## src/rtl/hs32_intctl_if.sv

```systemverilog
// hs32_intctl_if: peripheral, config and CPU-side signals of the interrupt controller
interface hs32_intctl_if #(
  parameter int IRQ_LINES = 24
);
  logic [IRQ_LINES-1:0] irq_in;
  logic                 nmi_in;
  logic                 cfg_we;
  logic [4:0]           cfg_addr;
  logic [31:0]          cfg_wdata;
  logic [31:0]          cfg_rdata;
  logic [IRQ_LINES-1:0] pending;
  logic                 intrq;
  logic [4:0]           vec;
  logic [31:0]          handler;
  logic                 nmi;
  logic                 iack;
  modport master (
    output irq_in, nmi_in, cfg_we, cfg_addr, cfg_wdata, iack,
    input  cfg_rdata, pending, intrq, vec, handler, nmi
  );
  modport slave (
    input  irq_in, nmi_in, cfg_we, cfg_addr, cfg_wdata, iack,
    output cfg_rdata, pending, intrq, vec, handler, nmi
  );
endinterface

```

## src/rtl/hs32_intctl.sv

```systemverilog
// hs32_intctl: edge-triggered interrupt controller with vector table, NMI and iack handshake
module hs32_intctl #(
  parameter int          IRQ_LINES   = 24,
  parameter logic [31:0] NMI_HANDLER = 32'h0000_0004
) (
  input  logic          i_clk,
  input  logic          reset,
  hs32_intctl_if.slave  bus
);
  typedef enum logic {IDLE, REQ} state_t;
  localparam logic [5:0] NL = 6'(IRQ_LINES);
  state_t               state, state_n;
  logic [31:0]          tbl [IRQ_LINES];
  logic [IRQ_LINES-1:0] irq_q, pend, en, serv, clr;
  logic                 nmi_q, nmi_pend, nmi_r, latch, ack;
  logic [4:0]           vec_r, sel;
  logic [31:0]          handler_r;
  logic                 in_rng;
  assign in_rng = {1'b0, bus.cfg_addr} < NL;
  always_comb begin
    en = '0;
    sel = '0;
    for (int i = 0; i < IRQ_LINES; i++) en[i] = tbl[i][0];
    serv = pend & en;
    for (int i = IRQ_LINES - 1; i >= 0; i--) sel = serv[i] ? 5'(i) : sel;
  end
  always_comb begin
    latch = state == IDLE && (nmi_pend || |serv);
    ack = state == REQ && bus.iack;
    state_n = latch ? REQ : ack ? IDLE : state;
    clr = (ack && !nmi_r) ? {{(IRQ_LINES-1){1'b0}}, 1'b1} << vec_r : '0;
  end
  always_ff @(posedge i_clk) begin
    if (reset) begin
      state <= IDLE;
      irq_q <= '0;
      nmi_q <= 1'b0;
      pend <= '0;
      nmi_pend <= 1'b0;
      nmi_r <= 1'b0;
      vec_r <= '0;
      handler_r <= '0;
      for (int i = 0; i < IRQ_LINES; i++) tbl[i] <= '0;
    end else begin
      state <= state_n;
      irq_q <= bus.irq_in;
      nmi_q <= bus.nmi_in;
      // a fresh edge on the acknowledged line re-arms it
      pend <= (pend & ~clr) | (bus.irq_in & ~irq_q);
      nmi_pend <= (nmi_pend & ~(ack & nmi_r)) | (bus.nmi_in & ~nmi_q);
      if (latch) begin
        nmi_r <= nmi_pend;
        vec_r <= nmi_pend ? 5'd31 : sel;
        handler_r <= nmi_pend ? NMI_HANDLER : {tbl[sel][31:2], 2'b00};
      end
      if (bus.cfg_we && in_rng) tbl[bus.cfg_addr] <= bus.cfg_wdata & 32'hFFFF_FFFD;
    end
  end
  assign bus.cfg_rdata = in_rng ? tbl[bus.cfg_addr] : '0;
  assign bus.pending = pend;
  assign bus.intrq = state == REQ;
  assign bus.vec = vec_r;
  assign bus.handler = handler_r;
  assign bus.nmi = nmi_r;
endmodule
```

## src/flat_wrapper.sv

```systemverilog
// flat-port wrapper written by rule: the top's interface ports become plain ports
module hs32_intctl_flat 
#(
  parameter int          IRQ_LINES   = 24,
  parameter logic [31:0] NMI_HANDLER = 32'h0000_0004
)
  (i_clk, reset, bus_irq_in, bus_nmi_in, bus_cfg_we, bus_cfg_addr, bus_cfg_wdata, bus_iack, bus_cfg_rdata, bus_pending, bus_intrq, bus_vec, bus_handler, bus_nmi);
  hs32_intctl_if #(.IRQ_LINES(IRQ_LINES)) bus_i ();
  input  logic i_clk;
  input  logic reset;
  input wire logic [$bits(bus_i.irq_in)-1:0] bus_irq_in;
  input wire logic [$bits(bus_i.nmi_in)-1:0] bus_nmi_in;
  input wire logic [$bits(bus_i.cfg_we)-1:0] bus_cfg_we;
  input wire logic [$bits(bus_i.cfg_addr)-1:0] bus_cfg_addr;
  input wire logic [$bits(bus_i.cfg_wdata)-1:0] bus_cfg_wdata;
  input wire logic [$bits(bus_i.iack)-1:0] bus_iack;
  output wire logic [$bits(bus_i.cfg_rdata)-1:0] bus_cfg_rdata;
  output wire logic [$bits(bus_i.pending)-1:0] bus_pending;
  output wire logic [$bits(bus_i.intrq)-1:0] bus_intrq;
  output wire logic [$bits(bus_i.vec)-1:0] bus_vec;
  output wire logic [$bits(bus_i.handler)-1:0] bus_handler;
  output wire logic [$bits(bus_i.nmi)-1:0] bus_nmi;
  assign bus_i.irq_in = bus_irq_in;
  assign bus_i.nmi_in = bus_nmi_in;
  assign bus_i.cfg_we = bus_cfg_we;
  assign bus_i.cfg_addr = bus_cfg_addr;
  assign bus_i.cfg_wdata = bus_cfg_wdata;
  assign bus_i.iack = bus_iack;
  assign bus_cfg_rdata = bus_i.cfg_rdata;
  assign bus_pending = bus_i.pending;
  assign bus_intrq = bus_i.intrq;
  assign bus_vec = bus_i.vec;
  assign bus_handler = bus_i.handler;
  assign bus_nmi = bus_i.nmi;
  hs32_intctl #(.IRQ_LINES(IRQ_LINES), .NMI_HANDLER(NMI_HANDLER)) u_core (.i_clk(i_clk), .reset(reset), .bus(bus_i));
endmodule
```

## config.mk

```make
export PLATFORM = sky130hd
export DESIGN_NAME = hs32_intctl_flat
export DESIGN_NICKNAME = d
export VERILOG_FILES = /design/src/rtl/hs32_intctl_if.sv /design/src/rtl/hs32_intctl.sv /design/src/flat_wrapper.sv
export SDC_FILE = /design/constraint.sdc
export NUM_CORES = 2
export LEC_CHECK = 0
export ABC_AREA = 1
export BUFFER_PORTS_ARGS = -buffer_cell sky130_fd_sc_hd__buf_2
export CORE_MARGIN = 4
export CORE_UTILIZATION = 43
export CTS_CLUSTER_SIZE = 8
export DETAILED_ROUTE_END_ITERATION = 12
export PLACE_DENSITY = 0.59
export SYNTH_ARGS = -nofsm -noshare
export SYNTH_HDL_FRONTEND = slang
export SYNTH_SLANG_ARGS = --single-unit
```

## constraint.sdc

```tcl
create_clock -name i_clk -period 3.7 [get_ports i_clk]
set_input_delay 0.74 -clock i_clk [delete_from_list [all_inputs] [get_ports i_clk]]
set_output_delay 0.74 -clock i_clk [all_outputs]
set_load 0.005 [all_outputs]
```

==> metrics <==
status=finished clean; synthesized cell area=approximately 0.042 mm²; ratio of cells with drive above 1 in the final layout=11.1%; vias in the first global route=approximately 37k; post-route ant nets=0; WL final=around 170000 µm; # DRC=0; CP top delay family=buffers and inverters; final hold viol count=0; Worst IR Drop VDD=about 0.36 mV; Die W=about 320 µm; CP Class=input pin to primary output; 1st-iter DRT viols=roughly 5.9k; Synth async-reset ratio=0%; Max Freq=about 280 MHz; capture point of the worst reg-to-reg path=u_core.bus.handler[24]$_SDFFE_PP0P_; routed length on met2=78500 µm; slowest stage cell on the critical path=nand3_1; pre-CTS setup slack=around 160 ps; row count=between 100 and 150; number of buffers created by CTS=~110; CORE AREA=approximately 0.097 mm²; MaxCap Viol Count=0; Clock Skew=19.4 ps; DIE HEIGHT=322 µm; largest net degree at the start of global routing=between 150 and 200; slowest stage delay, CP=between 200 and 300 ps; number of synthesized flops with an enable pin=around 740; Power Density=between 500 and 600 mW/mm²; RSZ-0062 raised after global routing=no; Area growth syn-to-layout=15.5%; Reg clk slew, reported paths=~50 ps; worst skew pair latency=690 ps; hold buffers post-CTS=0; diode count=0; Routability Congestion=0.851; CP Buf/Inv Count=5; final worst setup slack=approximately 110 ps; commonest non-fill, non-tap cell in the layout=nand3_1; crit path to=bus_cfg_rdata[24]; routed wl met3=roughly 18000 µm; final setup vio count=0; CP max FO=27; drt first pass iters=7; Slew @ Worst Pin=~1200 ps; Critical R2R Launch=u_core.tbl[18][0]$_SDFFCE_PN0P_; initial antenna violation count=2; die area=around 0.10 mm²; Final min period=roughly 3600 ps; Root Driver=clkbuf_16; sequential-to-total area share from yosys stat=56.8%; R2R depth=19; most frequent cells in the layout=nand3_1 (1377), nor2_1 (817), nand2_1 (789); H-tree levels=3; GRT Residual Overflow=0; I/O pins=approximately 160; flop2flop setup slack=between 200 and 250 ps; Synth Area per Inst=approximately 9 µm²; Clock Sinks=831; crit path DAT=approximately 2900 ps; I/O Buffers=around 160; CP endpoint kind=primary output; CP Cell Sequence=buf_8 -> nor2_4 -> buf_12 -> buf_4 -> a22oi_1 -> nand3_1 -> nand2_1 -> nand2_1 -> a221oi_1 -> buf_4 -> nand3_1 -> buf_2; gate count of the mapped netlist=4852; first-pass GRT wire length=242000 µm; vias per cell=about 6.3; Routed WL per cell=approximately 27 µm; Critical Path RT=2960 ps; Initial Utilization=a little over two fifths; Main synth FF type=edfxtp_1; crit share post-route=just under 100%; WP depth=12; Slew HR=between 10% and 20%; crit path launch=bus_cfg_addr[1]; Metal-1 WL=62500 µm; All-Layer GR Usage=about a third; post-synth top area share=between 50 and 60%; TNS Setup=0 ps; max layer used=met4; DR vias=roughly 39k; Ys Warns=0; DPL Wire Length=roughly 100000 µm; Netlist cell types=31; Synth area leaders=edfxtp_1 (53%), nand3_1 (16%), nor2_1 (7.3%); fin nets=about 4.9k; Static Leakage=between 15 and 20 nW; post-synth top area cell=edfxtp_1; CTS max path bufs=3; hold crit path type=input pin to register; Synth Register Bits=a little over 800; CTS tree=built; Startpoint Class=input pin; max-slew violations=0
[sequential cells by signal, summed over array words and instances (netlist names)]
| name | count |
|---|---|
| u_core.bus.handler | 30 |
| u_core.nmi_pend | 1 |
| u_core.bus.vec | 5 |
| u_core.bus.intrq | 1 |
| u_core.irq_q | 24 |
| u_core.tbl | 744 |
| u_core.bus.pending | 24 |
| u_core.nmi_q | 1 |
| u_core.bus.nmi | 1 |
[report_power, final]
| part | leakage (nW) | total, mW | switching (mW) | internal (mW) |
|---|---|---|---|---|
| registers | 7.80 | 11.1 | 0.343 | 10.8 |
| logic | 9.97 | 5.71 | 3.95 | 1.75 |
| clock network | 1.53 | 9.73 | 4.03 | 5.70 |
| total | 19.3 | 26.6 | 8.33 | 18.2 |
[how the worst min path moves through the flow]
stage	from	endpoint	slack, ps	cells after the start
after floorplan	u_core.irq_q[10]$_SDFF_PP0_	u_core.bus.pending[10]$_SDFF_PP0_	410	1
after global placement	u_core.irq_q[12]$_SDFF_PP0_	u_core.bus.pending[12]$_SDFF_PP0_	410	1
after detailed placement	u_core.irq_q[9]$_SDFF_PP0_	u_core.bus.pending[9]$_SDFF_PP0_	410	1
after CTS	bus_irq_in[14]	u_core.irq_q[14]$_SDFF_PP0_	230	3
after global routing	bus_irq_in[3]	u_core.irq_q[3]$_SDFF_PP0_	260	3
final	bus_irq_in[14]	u_core.irq_q[14]$_SDFF_PP0_	260	3
[stage by stage]
step	total power, mW	instance area [µm²]	instances	hold WS, ps	util, %
6_report	26.6	49000	6219	259	50.3
5_1_grt	27.4	49000	6219	256	50.3
4_1_cts	26.2	48500	6199	232	49.8
3_5_place_dp	16.6	45300	6017	414	46.5
3_3_place_gp	16.5	45300	6017	412	46.5
2_1_floorplan	14.3	42400	4854	408	-
[tightest hold or removal path: cells and delay by family]
kind	cells	cell delay (ps)
and+or+nand+nor	1	50
buffers and inverters	2	120
[metal layers]
layer  GRT usage, %  vias to the layer above
met4           19.0                        0
li1               -                    17000
met5              0                        -
met3           5.35                      520
met2           50.0                     2816
met1           40.4                    18800
[what timing repair did]
item                       CTS  global route
setup endpoints to repair    0            31
buffers inserted             0             8
resized for setup            0            28
[synthesized netlist by cell type, types with 2 or more instances]
cell type	count
nor2_1	821
o22ai_1	11
a21oi_1	76
inv_1	115
buf_4	22
a221oi_1	34
nand2_4	2
clkbuf_1	351
nand2_1	814
o41ai_1	5
buf_6	13
nor4_1	5
buf_1	42
edfxtp_1	744
nand4_1	3
a22oi_1	182
o211ai_1	38
buf_2	42
o21ai_0	42
nand3_1	1383
nor3_1	8
dfxtp_1	87
inv_2	4
[final cells by class]
| class | instances | area, µm² |
|---|---|---|
| fillers | 9052 | 48300 |
| flip-flops and latches | 831 | 24100 |
| multi-input cells | 3435 | 16100 |
| repair buffers | 375 | 3500 |
| clock buffers | 176 | 3130 |
| well taps | 1276 | 1600 |
| inverters | 120 | 468 |
| clock inverters | 6 | 71.3 |
[logic make-up after synthesis]
group	after synthesis	synth area share, %
buffers and inverters	590	5.77
AOI/OAI and AO/OA	394	6.36
DFF	831	56.8
and+or+nand+nor	3036	31.1
other	1	0.00884
(Power assumes the default switching activity.)
